**config.mk**
```make
export PLATFORM = sky130hd
export DESIGN_NAME = alu_ex_stage
export DESIGN_NICKNAME = d
export VERILOG_FILES = /design/src/rtl/alu_pkg.sv /design/src/rtl/alu_core.sv /design/src/rtl/alu_ex_stage.sv
export SDC_FILE = /design/constraint.sdc
export NUM_CORES = 1
export LEC_CHECK = 0
export ABC_AREA = 1
export BUFFER_PORTS_ARGS = -buffer_cell sky130_fd_sc_hd__buf_2
export CORE_MARGIN = 2
export CORE_UTILIZATION = 55
export CTS_CLUSTER_DIAMETER = 50
export DETAILED_ROUTE_END_ITERATION = 10
export HOLD_SLACK_MARGIN = 0.06
export PLACE_DENSITY = 0.84
export SETUP_SLACK_MARGIN = 0.02
export SLEW_MARGIN = 20
export SYNTH_ARGS = -nofsm -noshare
export SYNTH_HDL_FRONTEND = slang
export SYNTH_SLANG_ARGS = --single-unit
```
**constraint.sdc**
```tcl
create_clock -name clk -period 2.3 [get_ports clk]
set_input_delay 0.345 -clock clk [delete_from_list [all_inputs] [get_ports clk]]
set_output_delay 0.345 -clock clk [all_outputs]
set_load 0.05 [all_outputs]
```
**src/rtl/alu_pkg.sv**
```systemverilog
// alu_pkg: shared opcode definitions for the ALU execute stage.
//   OP_W      - opcode width in bits
//   alu_op_e  - legal opcodes; 3'b110 and 3'b111 are undefined (illegal)
package alu_pkg;

    localparam int OP_W = 3;

    typedef enum logic [OP_W-1:0] {
        OP_ADD  = 3'b000,
        OP_SUB  = 3'b001,
        OP_AND  = 3'b010,
        OP_OR   = 3'b011,
        OP_SLT  = 3'b100,
        OP_SLTU = 3'b101
    } alu_op_e;

endpackage

```
**src/rtl/alu_core.sv**
```systemverilog
// alu_core: purely combinational ALU datapath.
//   a, b      in   operands (two's complement)
//   op        in   opcode (alu_pkg::alu_op_e encoding)
//   result    out  ALU result, 0 for undefined opcodes
//   illegal   out  opcode is undefined
//   carry     out  adder carry-out for ADD/SUB, else 0   (only with ALU_FLAGS_EN)
//   overflow  out  signed overflow for ADD/SUB, else 0   (only with ALU_FLAGS_EN)
// Optional feature macro: ALU_FLAGS_EN.
module alu_core
    import alu_pkg::*;
#(
    parameter int WIDTH = 32
) (
    input  logic [WIDTH-1:0] a,
    input  logic [WIDTH-1:0] b,
    input  logic [OP_W-1:0]  op,
    output logic [WIDTH-1:0] result,
    output logic             illegal
`ifdef ALU_FLAGS_EN
    ,
    output logic             carry,
    output logic             overflow
`endif
);

    logic             sub;
    logic [WIDTH-1:0] b_eff;
    logic [WIDTH-1:0] sum;
    logic             cout;
    logic             ovf;

    // One shared adder: ADD uses a+b, every compare/subtract uses a+~b+1.
    assign sub   = (op != OP_ADD);
    assign b_eff = sub ? ~b : b;
    assign {cout, sum} = {1'b0, a} + {1'b0, b_eff} + {{WIDTH{1'b0}}, sub};

    // Signed overflow: operands (as seen by the adder) agree in sign, sum does not.
    assign ovf = (a[WIDTH-1] == b_eff[WIDTH-1]) && (sum[WIDTH-1] != a[WIDTH-1]);

    always_comb begin
        result  = '0;
        illegal = 1'b0;
        case (op)
            OP_ADD,
            OP_SUB:  result = sum;
            OP_AND:  result = a & b;
            OP_OR:   result = a | b;
            // a < b (signed) when the true difference is negative.
            OP_SLT:  result = {{(WIDTH-1){1'b0}}, sum[WIDTH-1] ^ ovf};
            // a < b (unsigned) when a + ~b + 1 produces no carry (borrow).
            OP_SLTU: result = {{(WIDTH-1){1'b0}}, ~cout};
            default: illegal = 1'b1;
        endcase
    end

`ifdef ALU_FLAGS_EN
    always_comb begin
        carry    = 1'b0;
        overflow = 1'b0;
        if (op == OP_ADD || op == OP_SUB) begin
            carry    = cout;
            overflow = ovf;
        end
    end
`endif

endmodule

```
**src/rtl/alu_ex_stage.sv**
```systemverilog
// alu_ex_stage: one-deep registered ALU execute stage with valid/ready handshake.
//   clk, rst     clock (rising edge) and asynchronous active-high reset
//   in_valid     in   operand bundle present
//   in_ready     out  stage accepts a bundle this cycle
//   in_op/a/b    in   opcode and operands
//   out_valid    out  registered result present
//   out_ready    in   downstream consumes the result
//   out_result   out  registered result
//   out_illegal  out  registered result came from an undefined opcode
//   op_count     out  number of accepted bundles (wraps)
//   out_flags    out  {carry, overflow, zero}      (only with ALU_FLAGS_EN)
// Optional feature macro: ALU_FLAGS_EN.
module alu_ex_stage
    import alu_pkg::*;
#(
    parameter int WIDTH = 32
) (
    input  logic             clk,
    input  logic             rst,
    input  logic             in_valid,
    output logic             in_ready,
    input  logic [OP_W-1:0]  in_op,
    input  logic [WIDTH-1:0] in_a,
    input  logic [WIDTH-1:0] in_b,
    output logic             out_valid,
    input  logic             out_ready,
    output logic [WIDTH-1:0] out_result,
    output logic             out_illegal,
    output logic [31:0]      op_count
`ifdef ALU_FLAGS_EN
    ,
    output logic [2:0]       out_flags
`endif
);

    logic [WIDTH-1:0] core_result;
    logic             core_illegal;
    logic             accept;

`ifdef ALU_FLAGS_EN
    logic core_carry;
    logic core_overflow;
`endif

    alu_core #(.WIDTH(WIDTH)) u_core (
        .a        (in_a),
        .b        (in_b),
        .op       (in_op),
        .result   (core_result),
        .illegal  (core_illegal)
`ifdef ALU_FLAGS_EN
        ,
        .carry    (core_carry),
        .overflow (core_overflow)
`endif
    );

    // Register is free when empty or being drained this cycle.
    assign in_ready = !out_valid || out_ready;
    assign accept   = in_valid && in_ready;

    always_ff @(posedge clk or posedge rst) begin
        if (rst) begin
            out_valid   <= 1'b0;
            out_result  <= '0;
            out_illegal <= 1'b0;
            op_count    <= '0;
        end else begin
            if (accept) begin
                out_valid   <= 1'b1;
                out_result  <= core_result;
                out_illegal <= core_illegal;
                op_count    <= op_count + 32'd1;
            end else if (out_ready) begin
                out_valid   <= 1'b0;
            end
        end
    end

`ifdef ALU_FLAGS_EN
    always_ff @(posedge clk or posedge rst) begin
        if (rst) begin
            out_flags <= 3'b000;
        end else if (accept) begin
            out_flags <= {core_carry, core_overflow, (core_result == '0)};
        end
    end
`endif

endmodule

```
# --- Word-level counts from Yosys, hierarchy flattened ---
# Cells that the tools add are included.
word_totals:
  regBits: 66
  inputBits: 71
  output_inout_bits: 67
  wordCells: 33
op_classes:
  add_sub_neg: 3
  n_eq_ne: 7
  mux: 5
  bitwise_logic: 5
  n_reduce_logical: 9
op_table:
  columns: ["op", "count"]
  rows:
  - ["one-hot mux 32 bit (5 select lines)", 1]
  - ["adder 32 x 32 -> 33 bit", 1]
  - ["adder 33 x 1 -> 33 bit", 1]
  - ["adder 32 x 1 -> 32 bit, second input constant", 1]
  - ["AND 32 bit", 1]
  - ["2-to-1 mux 32 bit", 1]
  - ["inverter 32 bit", 1]
  - ["OR 32 bit", 1]
  - ["equality test 3 x 2 -> 1 bit, second input constant", 2]
  - ["equality test 3 bit, second input constant", 2]
  - ["OR reduction 6 bit", 1]
  - ["equality test 3 x 1 -> 1 bit, second input constant", 1]
  - ["zero test 3 bit", 1]
  - ["2-to-1 mux 1 bit", 3]
  - ["nonzero test 3 bit", 1]
  - ["logical AND 1 bit", 2]
  - ["nonzero test 2 bit", 1]
  - ["OR reduction 2 bit", 1]
  - ["equality test 1 bit", 1]
  - ["zero test 1 bit", 1]
  - ["logical OR 1 bit", 1]
  - ["inequality test 1 bit", 1]
  - ["inverter 1 bit", 1]
  - ["bitwise XOR 1 bit", 1]

# --- Longest topological paths before layout ---
# Gate-level depths: netlist of the first run.
logic_depth:
  depth_word: 8
  mapped_depth: 20
  mapped_depth_nobuf: 20

# --- Modules after synthesis ---
# From an unflattened synthesis of the first run, not the netlist that was laid out.
unflattened:
  hier_cells: 1001
  area_unflattened_um2: 6321.1
by_module_without_submodules:
  columns: ["module", "n_inst", "cells_each", "area_per_inst_um2"]
  rows:
  - ["alu_core", 1, 624, 3220.6]
  - ["alu_ex_stage", 1, 377, 3100.5]

# --- Worst setup path before layout of the first run ---
# Ideal clock, no wire load.
synth_timing:
  path_type: "input to register"
  startpoint: "input in_op[0]"
  endpoint: "register out_result[28]"
  setup_ps: 118
  t_arrival_ps: 2367
  t_required_ps: 2182
  slack_ps: -184
  stages: 18
  n_path_buf: 1
  path_cell_list: "nor2_1 > nand2_1 > buf_2 > xor2_1 > ha_1 > nand2_1 > o21ai_0 > nand2_1 > nand2_1 > nand2_1 > nand2_1 > nand3_1 > nand2_1 > nand2_1 > nand3_1 > nand2_1 > nand2_1 > nand2_1"
synth_via:
  elab_chain_len: 5
  word_cells_on_any_way: 12
  cone_classes: "add/sub (2); eq/ne (5); mux (2); reduce/logical (3)"
synth_lines:
  columns: ["element", "line_no", "rtl"]
  rows:
  - ["start, declared", "alu_ex_stage.sv:22", "input logic [OP_W-1:0] in_op,"]
  - ["nonzero test 3 bit", "alu_core.sv:33", "assign sub = (op != OP_ADD);"]
  - ["2-to-1 mux 32 bit", "alu_core.sv:34", "assign b_eff = sub ? ~b : b;"]
  - ["adder 32 x 32 -> 33 bit", "alu_core.sv:35", "assign {cout, sum} = {1'b0, a} + {1'b0, b_eff} + {{WIDTH{1'b0}}, sub};"]
  - ["adder 33 x 1 -> 33 bit", "alu_core.sv:35", null]
  - ["one-hot mux 32 bit (5 select lines) (*)", "alu_core.sv:43", "case (op)"]
  - ["end signal, assigned", "alu_ex_stage.sv:71", "out_result <= core_result;"]
  - ["end, declared", "alu_ex_stage.sv:27", "output logic [WIDTH-1:0] out_result,"]
# Every way passes the cells marked *; elsewhere a longest branch is shown, timed or not.
# A chain may end at the register's enable or synchronous reset.

# --- Final worst setup path of the first run ---
layout_timing:
  startpoint: "input in_op[1]"
  endpoint: "register out_result[10]"
# Same word-level chain as after synthesis.

==> results of run 1 <==
==> routing by layer <==
| layer | share of wire | global-route usage | vias to the layer above | routed length [um] |
|---|---|---|---|---|
| li1 | - | - | 3353 | - |
| met3 | 0.10 | 0.06505 | 203 | 2490 |
| met4 | 0.083 | 0.1336 | 0 | 2004 |
| met2 | 0.45 | 0.5582 | 597 | 10890 |
| met1 | 0.37 | 0.4485 | 3468 | 8885 |
| met5 | 0 | 0 | - | 0 |
==> through the flow <==
step                setup WS (ps)  hold WS (ps)  std cells    util
floorplan                   22.40         537.4        859       -
global placement           -480.2         435.5       1215  0.7179
detailed placement         -524.2         440.8       1215  0.7179
CTS                        -23.15         265.7       1237  0.7558
global route               -385.4         301.2       1257  0.8470
finish                     -302.6         275.2       1257  0.8470
==> cell type report <==
type	count	area (sq um)	share of cell area
Clock buffer	10	127.6	0.01459
Timing Repair Buffer	263	1748	0.1999
Inverter	75	281.5	0.03219
Clock inverter	6	115.1	0.01316
Sequential cell	66	1652	0.1889
Tap cell	136	170.2	0.01946
Multi-Input combinational cell	701	4651	0.5318
==> cell usage in the layout (no fill, tap or decap), drive strengths merged, types with 2 or more instances in the layout <==
cell    netlist  final
nand3b        5      5
xnor2        14     14
a21oi        50     50
nand2       253    253
o21a          4      4
buf           8    260
clkinv        0      2
xor2         52     52
o21bai        7      7
dfrtp        66     66
nand4         7      7
nor3         18     18
o21ai        50     50
nor4          5      5
bufinv        0      3
clkbuf        9     12
a21o          6      6
ha           36     36
a31oi        22     22
inv          75     75
nor2         95     95
o211ai        4      4
nand3        66     66
==> state kept, by name, summed over array words and instances, names as in the netlist <==
name	cells
op_count	32
out_illegal	1
out_result	32
out_valid	1
==> final timing paths <==
kind | startpoint | end | slack (ps) | cells past startpoint
worst max-delay path | in_op[1] | out_result[10]$_DFFE_PP0P_ | -300 | 17
worst min-delay path | out_ready | out_valid$_DFFE_PP0P_ | 280 | 4
worst max register to register | op_count[0]$_DFFE_PP0P_ | op_count[30]$_DFFE_PP0P_ | 200 | 10
worst min register to register | op_count[31]$_DFFE_PP0P_ | op_count[31]$_DFFE_PP0P_ | 470 | 1
max in group asynchronous | rst | out_result[4]$_DFFE_PP0P_ | 1410 | 4
min in group asynchronous | rst | out_result[27]$_DFFE_PP0P_ | 590 | 4
==> power groups by stage <==
| stage | logic [mW] | registers [mW] | clock network (mW) |
|---|---|---|---|
| 2_1_floorplan | 0.926 | 2.03 | 0 |
| 3_5_place_dp | 2.31 | 1.49 | 0 |
| 3_3_place_gp | 2.27 | 1.48 | 0 |
| 4_1_cts | 2.39 | 1.47 | 1.22 |
| 5_1_grt | 3.09 | 1.49 | 1.26 |
| 6_report | 2.94 | 1.48 | 1.22 |
==> critical path, delay by kind of cell <==
| kind | cells | cell delay, ps |
|---|---|---|
| compound gates | 3 | 440 |
| xor+xnor | 1 | 160 |
| fa+ha+maj | 1 | 340 |
| buf+inv | 4 | 590 |
| simple gates | 8 | 970 |
==> cell families after synthesis <==
kind of cell,count (synthesis),synth area share
compound gates,147,0.1437
xor+xnor,66,0.09921
fa+ha+maj,37,0.08074
buf+inv,92,0.06034
flops,66,0.2834
simple gates,451,0.3326
==> timing repair <==
action,in CTS,in global routing
hold buffers,1,0
hold endpoints to repair,8,0
resized for setup,34,199
endpoints found under the setup margin,15,27
buffers inserted,5,17
pin swaps,12,73
gates cloned,0,3
==> flow_metrics.tcl, run 1 <==
set metrics [dict create \
    p_comb_frac 0.521 \
    power_leakage_nw 4.509 \
    ys_top_cells_by_area "dfrtp_1, nand2_1, xor2_1, ha_1, nor2_1" \
    setup_viol 29 \
    grtUsageTotal 0.3421 \
    worstPathArrival_ps 2850 \
    initial_core_util 0.5644 \
    routed_via_density 6.063 \
    die-area_sq_um 11430 \
    ys_seq_area_frac 0.2834 \
    ant_nets 0 \
    num_rows 37 \
    status "finished, violations left" \
    design_area_sq_um 8745 \
    critPathCaptureType "flip-flop" \
    violations "setup timing" \
    cts_buffer_depth 2 \
    synth_ff_type "dfrtp_1" \
    die_y_um 106.9 \
    grt_max_degree 67 \
    crit_type "in -> reg" \
    grt_overflow 0 \
    synth_edf_count 0 \
    max_freq_mhz 384.2 \
    coreArea_sq_um 10320 \
    total_power_mw 5.630 \
    root_buffer "clkbuf_8" \
    drt_iter0_markers 882 \
    crit_path_frequent_cell "nand2_1" \
    via_count 7621 \
    hpwl_um 14880 \
    crit_path_start_kind "input pin" \
    peakVddDrop_v 0.0006934 \
    drv_cap 0 \
    internal-power_mw 3.061 \
    boundaryPins 138 \
    post-route-drc-count 0 \
    synth_fp_nets 967 \
    syn_inst 859 \
    slowest_delay_ps 340 \
    routedWlPerCell_um 19.31 \
    clkTransAtPathRegs_ps 80 \
    n_antenna_cell 0 \
    fill_cells 576 \
    clkLatencyLatePin_ps 360 \
    slew_headroom 0.6710 \
    ys_ff_latch 66 \
    setup_slack_ps -302.6 \
    cts_buffers 9 \
    ys.warnings.count 0 \
    place_congestion 1.006 \
    crit_required_ps 2540 \
    cts_tree "built" \
    hold_viol_final 0 \
    yosys.area.top_type "dfrtp_1" \
    switchingPower_mw 2.569 \
    maxSlewViolCount 0 \
    yosysMostFrequentCell "nand2_1" \
    layout-area-overhead-vs-synth_pct 50.08 \
    htreeDepth 3 \
    grt_pass1_vias 6489 \
    synth_top_area_share 0.2834 \
    worstPathCellList "buf_8, nor2_4, nand2_4, clkbuf_16, xor2_2, ha_1, buf_6, nand2_4, o21ai_2, buf_4, nand2_1, nand3_2, a21oi_1, o21ai_1, nand3_2, nand2_1, nand2_1" \
    final_layout_size_suffix_gt1_frac 0.4193 \
    ys_types 38 \
    skew_ps 20.50 \
    synth_area_sq_um 5827 \
    min_path_type "in -> reg" \
    cp_max_fo 7 \
    place_area_sq_um 7411 \
    rsz0062_at_grt "true" \
    finalCritPeriodShare 1.132 \
    cp_slowest_cell "ha_1" \
    antenna_found_initial 0 \
    async_flop_share 1.000 \
    finalWirelength_um 24270 \
    synth_commonest_cells "nand2_1, nor2_1, inv_1" \
    nets 1224 \
    pwr-share-seq 0.263 \
    tns_ps -5263 \
    fin_crit_ps 2603 \
    syn_area_per_cell_sq_um 6.783 \
    clockPowerShare 0.216 \
    tightest_slew_ps 491.2 \
    power_density_nw_per_um2 643.9 \
    die_w_um 106.9 \
    cts.sink_count 66 \
    port_buffers 137 \
    grt_pass1_wl_um 30940 \
    switching_share 0.4564 \
    drt_pass1_iterations 5 \
]
Note: power is estimated with default switching activity, not from simulation.
==> run 2, diff against run 1 <==
==> constraint.sdc (replaced) <==
create_clock -name clk -period 2.91 [get_ports clk]
set_input_delay 0.4365 -clock clk [delete_from_list [all_inputs] [get_ports clk]]
set_output_delay 0.4365 -clock clk [all_outputs]
set_load 0.05 [all_outputs]
==> flow_metrics.tcl, run 2 (synthesis results as in run 1) <==
set metrics [dict create \
    status "finished clean" \
    path_buf_inv 3 \
    critPathCaptureType "flip-flop" \
    final_common_cell "nand2_1" \
    clkLatencyLatePin_ps 340 \
    grt_pass1_vias 5816 \
    hold_depth 4 \
    slowest_delay_ps 340 \
    worstPathCellList "buf_2, nor2_1, nand2_1, buf_12, xor2_1, ha_1, a21oi_1, o21ai_0, nand2_1, nand2_1, nand2_1, nand2_1, a21oi_1, inv_1, nand2_1, nand3_1, nand2_1, nand2_1, nand2_1" \
    grt_overflow 0 \
    nets 1126 \
    power_leakage_nw 3.792 \
    die_w_um 106.9 \
    htreeDepth 3 \
    finalWirelength_um 17210 \
    routedWlPerCell_um 14.85 \
    hold_end "out_valid$_DFFE_PP0P_" \
    place_area_sq_um 6833 \
    cp_max_fo 28 \
    cp_slowest_cell "ha_1" \
    reg2reg_to "op_count[30]$_DFFE_PP0P_" \
    peakVddDrop_v 0.0005451 \
    routed_via_density 5.510 \
    cts_tree "built" \
    coreArea_sq_um 10320 \
    cts_buffer_depth 2 \
    total_power_mw 3.727 \
    worstPathArrival_ps 2920 \
    final_layout_size_suffix_gt1_frac 0.2053 \
    n_antenna_cell 0 \
    r2r_start "op_count[0]$_DFFE_PP0P_" \
    drv_cap 0 \
    power_density_nw_per_um2 527.0 \
    layout-area-overhead-vs-synth_pct 21.39 \
    grt_max_degree 33 \
    max_freq_mhz 378.9 \
    cts_buffers 9 \
    design_area_sq_um 7073 \
    skew_ps 11.86 \
    port_buffers 137 \
    top_regs "op_count: 32 flops, out_result: 32 flops" \
    initial_core_util 0.5644 \
    maxSlewViolCount 0 \
    rsz0062_at_grt "false" \
    min_path_type "in -> reg" \
    crit_family "simple AND/OR/NAND/NOR gates" \
    slew_headroom 0.4262 \
    r2r_setup_slack_ps 910 \
    finalCritPeriodShare 0.9068 \
    via_count 6386 \
    drt_pass1_iterations 6 \
    hpwl_um 13590 \
    grtUsageTotal 0.3054 \
    die-area_sq_um 11430 \
    dp_slack_ps -46.45 \
    boundaryPins 138 \
    num_rows 37 \
    crit_path_frequent_cell "nand2_1" \
    crit_type "in -> reg" \
    layout_common_cells "nand2_1, buf_2, nor2_1, inv_1, dfrtp_1" \
    setup_slack_ps 271.1 \
    fin_crit_ps 2639 \
    tightest_slew_ps 860.6 \
    root_buffer "clkbuf_8" \
    placed_cells 1142 \
    tns_ps 0 \
    ant_nets 0 \
    place_congestion 1.025 \
    min_from "out_ready" \
    clkTransAtPathRegs_ps 90 \
    crit_path_start_kind "input pin" \
    final_util 0.6851 \
    reg2reg_depth 10 \
    cts.sink_count 66 \
    post-route-drc-count 0 \
    setup_viol 0 \
    hold_viol_final 0 \
    antenna_found_initial 0 \
    fin_cells 1159 \
    drt_iter0_markers 448 \
    grt_pass1_wl_um 28130 \
    die_y_um 106.9 \
    fin_hold_ws_ps 372.4 \
    crit_required_ps 3190 \
]
run 2: where the power goes:
part           internal (mW)  switching (mW)
clock                  0.490           0.402
combinational          0.495            1.18
sequential              1.04           0.114
total                   2.03            1.70
run 2: how the worst max path moves through the flow:
stage	from	endpoint	slack [ps]	cells after the start
after floorplan	in_op[0]	out_result[28]$_DFFE_PP0P_	330	18
after global placement	in_op[0]	out_result[24]$_DFFE_PP0P_	-20	19
after detailed placement	in_op[0]	out_result[24]$_DFFE_PP0P_	-50	19
after CTS	in_op[0]	out_result[24]$_DFFE_PP0P_	290	19
after global routing	in_op[0]	out_result[24]$_DFFE_PP0P_	60	19
final	in_op[0]	out_result[24]$_DFFE_PP0P_	270	19
run 2: final cells by class:
| class | instances | area, sq um |
|---|---|---|
| Clock buffer | 9 | 123.9 |
| Sequential cell | 66 | 1652 |
| Multi-Input combinational cell | 701 | 3834 |
| Fill cell | 928 | 3251 |
| Tap cell | 136 | 170.2 |
| Clock inverter | 7 | 101.3 |
| Timing Repair Buffer | 165 | 910.9 |
| Inverter | 75 | 281.5 |
run 2: worst reg2reg max path, stage by stage, from the launching register on:
cell and delay, ps:
dfrtp_1 420, ha_1 210, nand3_1 130, nor3_2 230, nand2_2 130, nor2_4 140, nand3_2 100, nor2_2 160
nand3_1 120, nor2_1 130, xor2_1 160
run 2: what timing repair did:
item / in CTS / in global routing
resized for setup: 0 / 1
hold buffers: 1 / 0
endpoints found under the setup margin: 0 / 1
hold endpoints to repair: 10 / 0
setup buffers: 0 / 0
run 2: routing by layer:
metal / track usage / wire length, um
met2: 0.4991 / 7948
met5: 0 / 0
met3: 0.03283 / 1182
met4: 0.07978 / 408
met1: 0.4322 / 7668
==> run 3, diff against run 2 <==
--- a/config.mk
+++ b/config.mk
@@ -5,16 +5,15 @@
 export SDC_FILE = /design/constraint.sdc
 export NUM_CORES = 1
 export LEC_CHECK = 0
-export ABC_AREA = 1
 export BUFFER_PORTS_ARGS = -buffer_cell sky130_fd_sc_hd__buf_2
 export CORE_MARGIN = 2
-export CORE_UTILIZATION = 55
+export CORE_UTILIZATION = 54
 export CTS_CLUSTER_DIAMETER = 50
 export DETAILED_ROUTE_END_ITERATION = 10
 export HOLD_SLACK_MARGIN = 0.06
-export PLACE_DENSITY = 0.84
+export PLACE_DENSITY = 0.82
 export SETUP_SLACK_MARGIN = 0.02
-export SLEW_MARGIN = 20
+export SLEW_MARGIN = 0
 export SYNTH_ARGS = -nofsm -noshare
 export SYNTH_HDL_FRONTEND = slang
 export SYNTH_SLANG_ARGS = --single-unit
==> flow_metrics.tcl, run 3 <==
set metrics [dict create \
    die-area_sq_um 10460 \
    setup_viol 14 \
    place_congestion 0.9658 \
    p_comb_frac 0.476 \
    layout_common_cells "buf_2, buf_4, dfrtp_1, xnor2_1, nand2_1" \
    fin_cells 955 \
    power_density_nw_per_um2 522.7 \
    grtUsageTotal 0.3075 \
    via_count 5767 \
    root_buffer "clkbuf_8" \
    nets 928 \
    setup_slack_ps -319.5 \
    pwr-share-seq 0.291 \
    switchingPower_mw 1.639 \
    ys_seq_area_frac 0.3166 \
    tightest_slew_ps 573.9 \
    initial_core_util 0.5592 \
    crit_required_ps 3140 \
    hold_viol_final 0 \
    internal-power_mw 2.258 \
    hold_buffers 0 \
    synth_area_sq_um 5216 \
    max_freq_mhz 309.6 \
    ys_ff_latch 66 \
    antenna_found_initial 1 \
    drt_iter0_markers 494 \
    switching_share 0.4206 \
    clkLatencyLatePin_ps 360 \
    status "finished, violations left" \
    min_path_type "in -> async" \
    maxSlewViolCount 0 \
    cp_max_fo 5 \
    grt_max_degree 43 \
    ys.warnings.count 0 \
    finalCritPeriodShare 1.110 \
    final_common_cell "buf_2" \
    grt_pass1_vias 5302 \
    syn_area_per_cell_sq_um 8.856 \
    top_regs "op_count: 32 flops, out_result: 32 flops" \
    htreeDepth 3 \
    die_y_um 102.3 \
    synth_fp_nets 697 \
    violations "setup timing" \
    num_rows 35 \
    cp_slowest_cell "o211ai_1" \
    power_leakage_nw 3.543 \
    layout-area-overhead-vs-synth_pct 42.91 \
    clockPowerShare 0.233 \
    post-route-drc-count 0 \
    yosys.area.top_type "dfrtp_1" \
    final_layout_size_suffix_gt1_frac 0.3879 \
    routed_via_density 6.039 \
    ant_nets 0 \
    placed_cells 914 \
    cts.sink_count 66 \
    critPathCaptureType "flip-flop" \
    fin_crit_ps 3229 \
    port_buffers 137 \
    crit_type "in -> reg" \
    grt_pass1_wl_um 25270 \
    drv_cap 0 \
    routedWlPerCell_um 18.53 \
    cts_tree "built" \
    synth_top_area_share 0.3166 \
    synth_commonest_cells "xnor2_1, dfrtp_1, nand2_1" \
    synth_ff_type "dfrtp_1" \
    worstPathArrival_ps 3460 \
    clkTransAtPathRegs_ps 90 \
    slowest_delay_ps 350 \
    yosysMostFrequentCell "xnor2_1" \
    cts_buffers 9 \
    peakVddDrop_v 0.0004404 \
    ys_top_cells_by_area "dfrtp_1, xnor2_1, ha_1, o21ai_0, nand2_1" \
    crit_path_start_kind "input pin" \
    drt_pass1_iterations 5 \
    boundaryPins 138 \
    grt_overflow 0 \
    rsz0062_at_grt "true" \
    coreArea_sq_um 9328 \
    cts_buffer_depth 2 \
    die_w_um 102.3 \
    hpwl_um 11480 \
    synth_edf_count 0 \
    ys_types 60 \
    worstPathCellList "buf_8, nor3_4, buf_6, buf_12, xnor2_2, ha_1, a21oi_2, o211ai_1, o2111ai_2, a41oi_4, a2111oi_4, o31ai_2, nor3_2, nor3_2, xnor2_1, o21ai_1" \
    finalWirelength_um 17690 \
    skew_ps 16.23 \
    slew_headroom 0.6168 \
    fin_hold_ws_ps 124.1 \
    syn_inst 589 \
    async_flop_share 1.000 \
    crit_path_frequent_cell "nor3_2" \
]
[run 3: metrics by stage]
step | power (mW) | TNS [ps] | setup slack (ps) | cell area (sq um) | utilization
after floorplan | 2.248 | -1822 | -213.0 | 5349 | -
after global placement | 2.735 | -5262 | -467.8 | 6715 | 0.7199
after detailed placement | 2.777 | -6864 | -509.5 | 6715 | 0.7199
after CTS | 3.706 | -200.6 | -47.04 | 7037 | 0.7544
after global routing | 4.086 | -3865 | -369.8 | 7452 | 0.7989
final | 3.896 | -2146 | -319.5 | 7455 | 0.7992
[run 3: cells by family after synthesis]
| logic type | after synthesis | share of synthesized area |
|---|---|---|
| simple gates | 168 | 0.1600 |
| compound gates | 167 | 0.2132 |
| xor+xnor | 87 | 0.1461 |
| flops | 66 | 0.3166 |
| fa+ha+maj | 56 | 0.1266 |
| buf+inv | 42 | 0.03166 |
| mux | 3 | 0.005757 |
[run 3: repair_timing]
action                                 4_1_cts  5_1_grt
cloned                                       1        0
gates resized for setup                     13       47
setup endpoints to repair                   12       20
setup buffers                                4       20
pin swaps                                    7       52
endpoints found under the hold margin        0        0
[run 3: final cells by class]
type | instances | area [sq um]
multi-input combinational | 481 | 3761
fill | 590 | 1873
sequential | 66 | 1652
timing repair buffer | 244 | 1583
tap | 129 | 161.4
clock buffer | 10 | 137.6
clock inverter | 6 | 90.09
inverter | 18 | 67.56
antenna | 1 | 2.502
[run 3: critical path, delay by kind of cell]
kind / cells / cell delay [ps]
AO/OA/AOI/OAI: 7 / 1520
XOR/XNOR: 2 / 230
adder cells (fa/ha/maj): 1 / 320
buffers and inverters: 3 / 370
AND/OR/NAND/NOR: 3 / 560
[run 3: worst paths after layout]
kind | startpoint | endpoint | slack, ps | depth (start not counted)
setup / recovery | in_op[0] | out_result[25]$_DFFE_PP0P_ | -320 | 16
hold / removal | rst | out_result[24]$_DFFE_PP0P_ | 120 | 2
setup reg to reg | out_valid$_DFFE_PP0P_ | op_count[31]$_DFFE_PP0P_ | 620 | 8
hold reg to reg | op_count[31]$_DFFE_PP0P_ | op_count[31]$_DFFE_PP0P_ | 460 | 1
max in group asynchronous | rst | op_count[19]$_DFFE_PP0P_ | 2020 | 3
min in group clk | in_valid | out_valid$_DFFE_PP0P_ | 320 | 2
[run 3: metal layers]
layer | share of wire | routed length, um | GRT usage | vias up
met5 | 0 | 0 | 0 | -
met4 | 0.037 | 663 | 0.1108 | 0
met3 | 0.090 | 1594 | 0.04788 | 71
met2 | 0.47 | 8256 | 0.5258 | 354
met1 | 0.41 | 7180 | 0.3951 | 2753
li1 | - | - | - | 2589
[run 3: power by group through the flow]
stage | Combinational [mW] | Clock [mW] | Sequential, mW
after global placement | 1.60 | 0 | 1.14
after floorplan | 0.714 | 0 | 1.53
final | 1.86 | 0.909 | 1.13
after global routing | 1.97 | 0.967 | 1.15
after CTS | 1.66 | 0.913 | 1.13
after detailed placement | 1.63 | 0 | 1.15
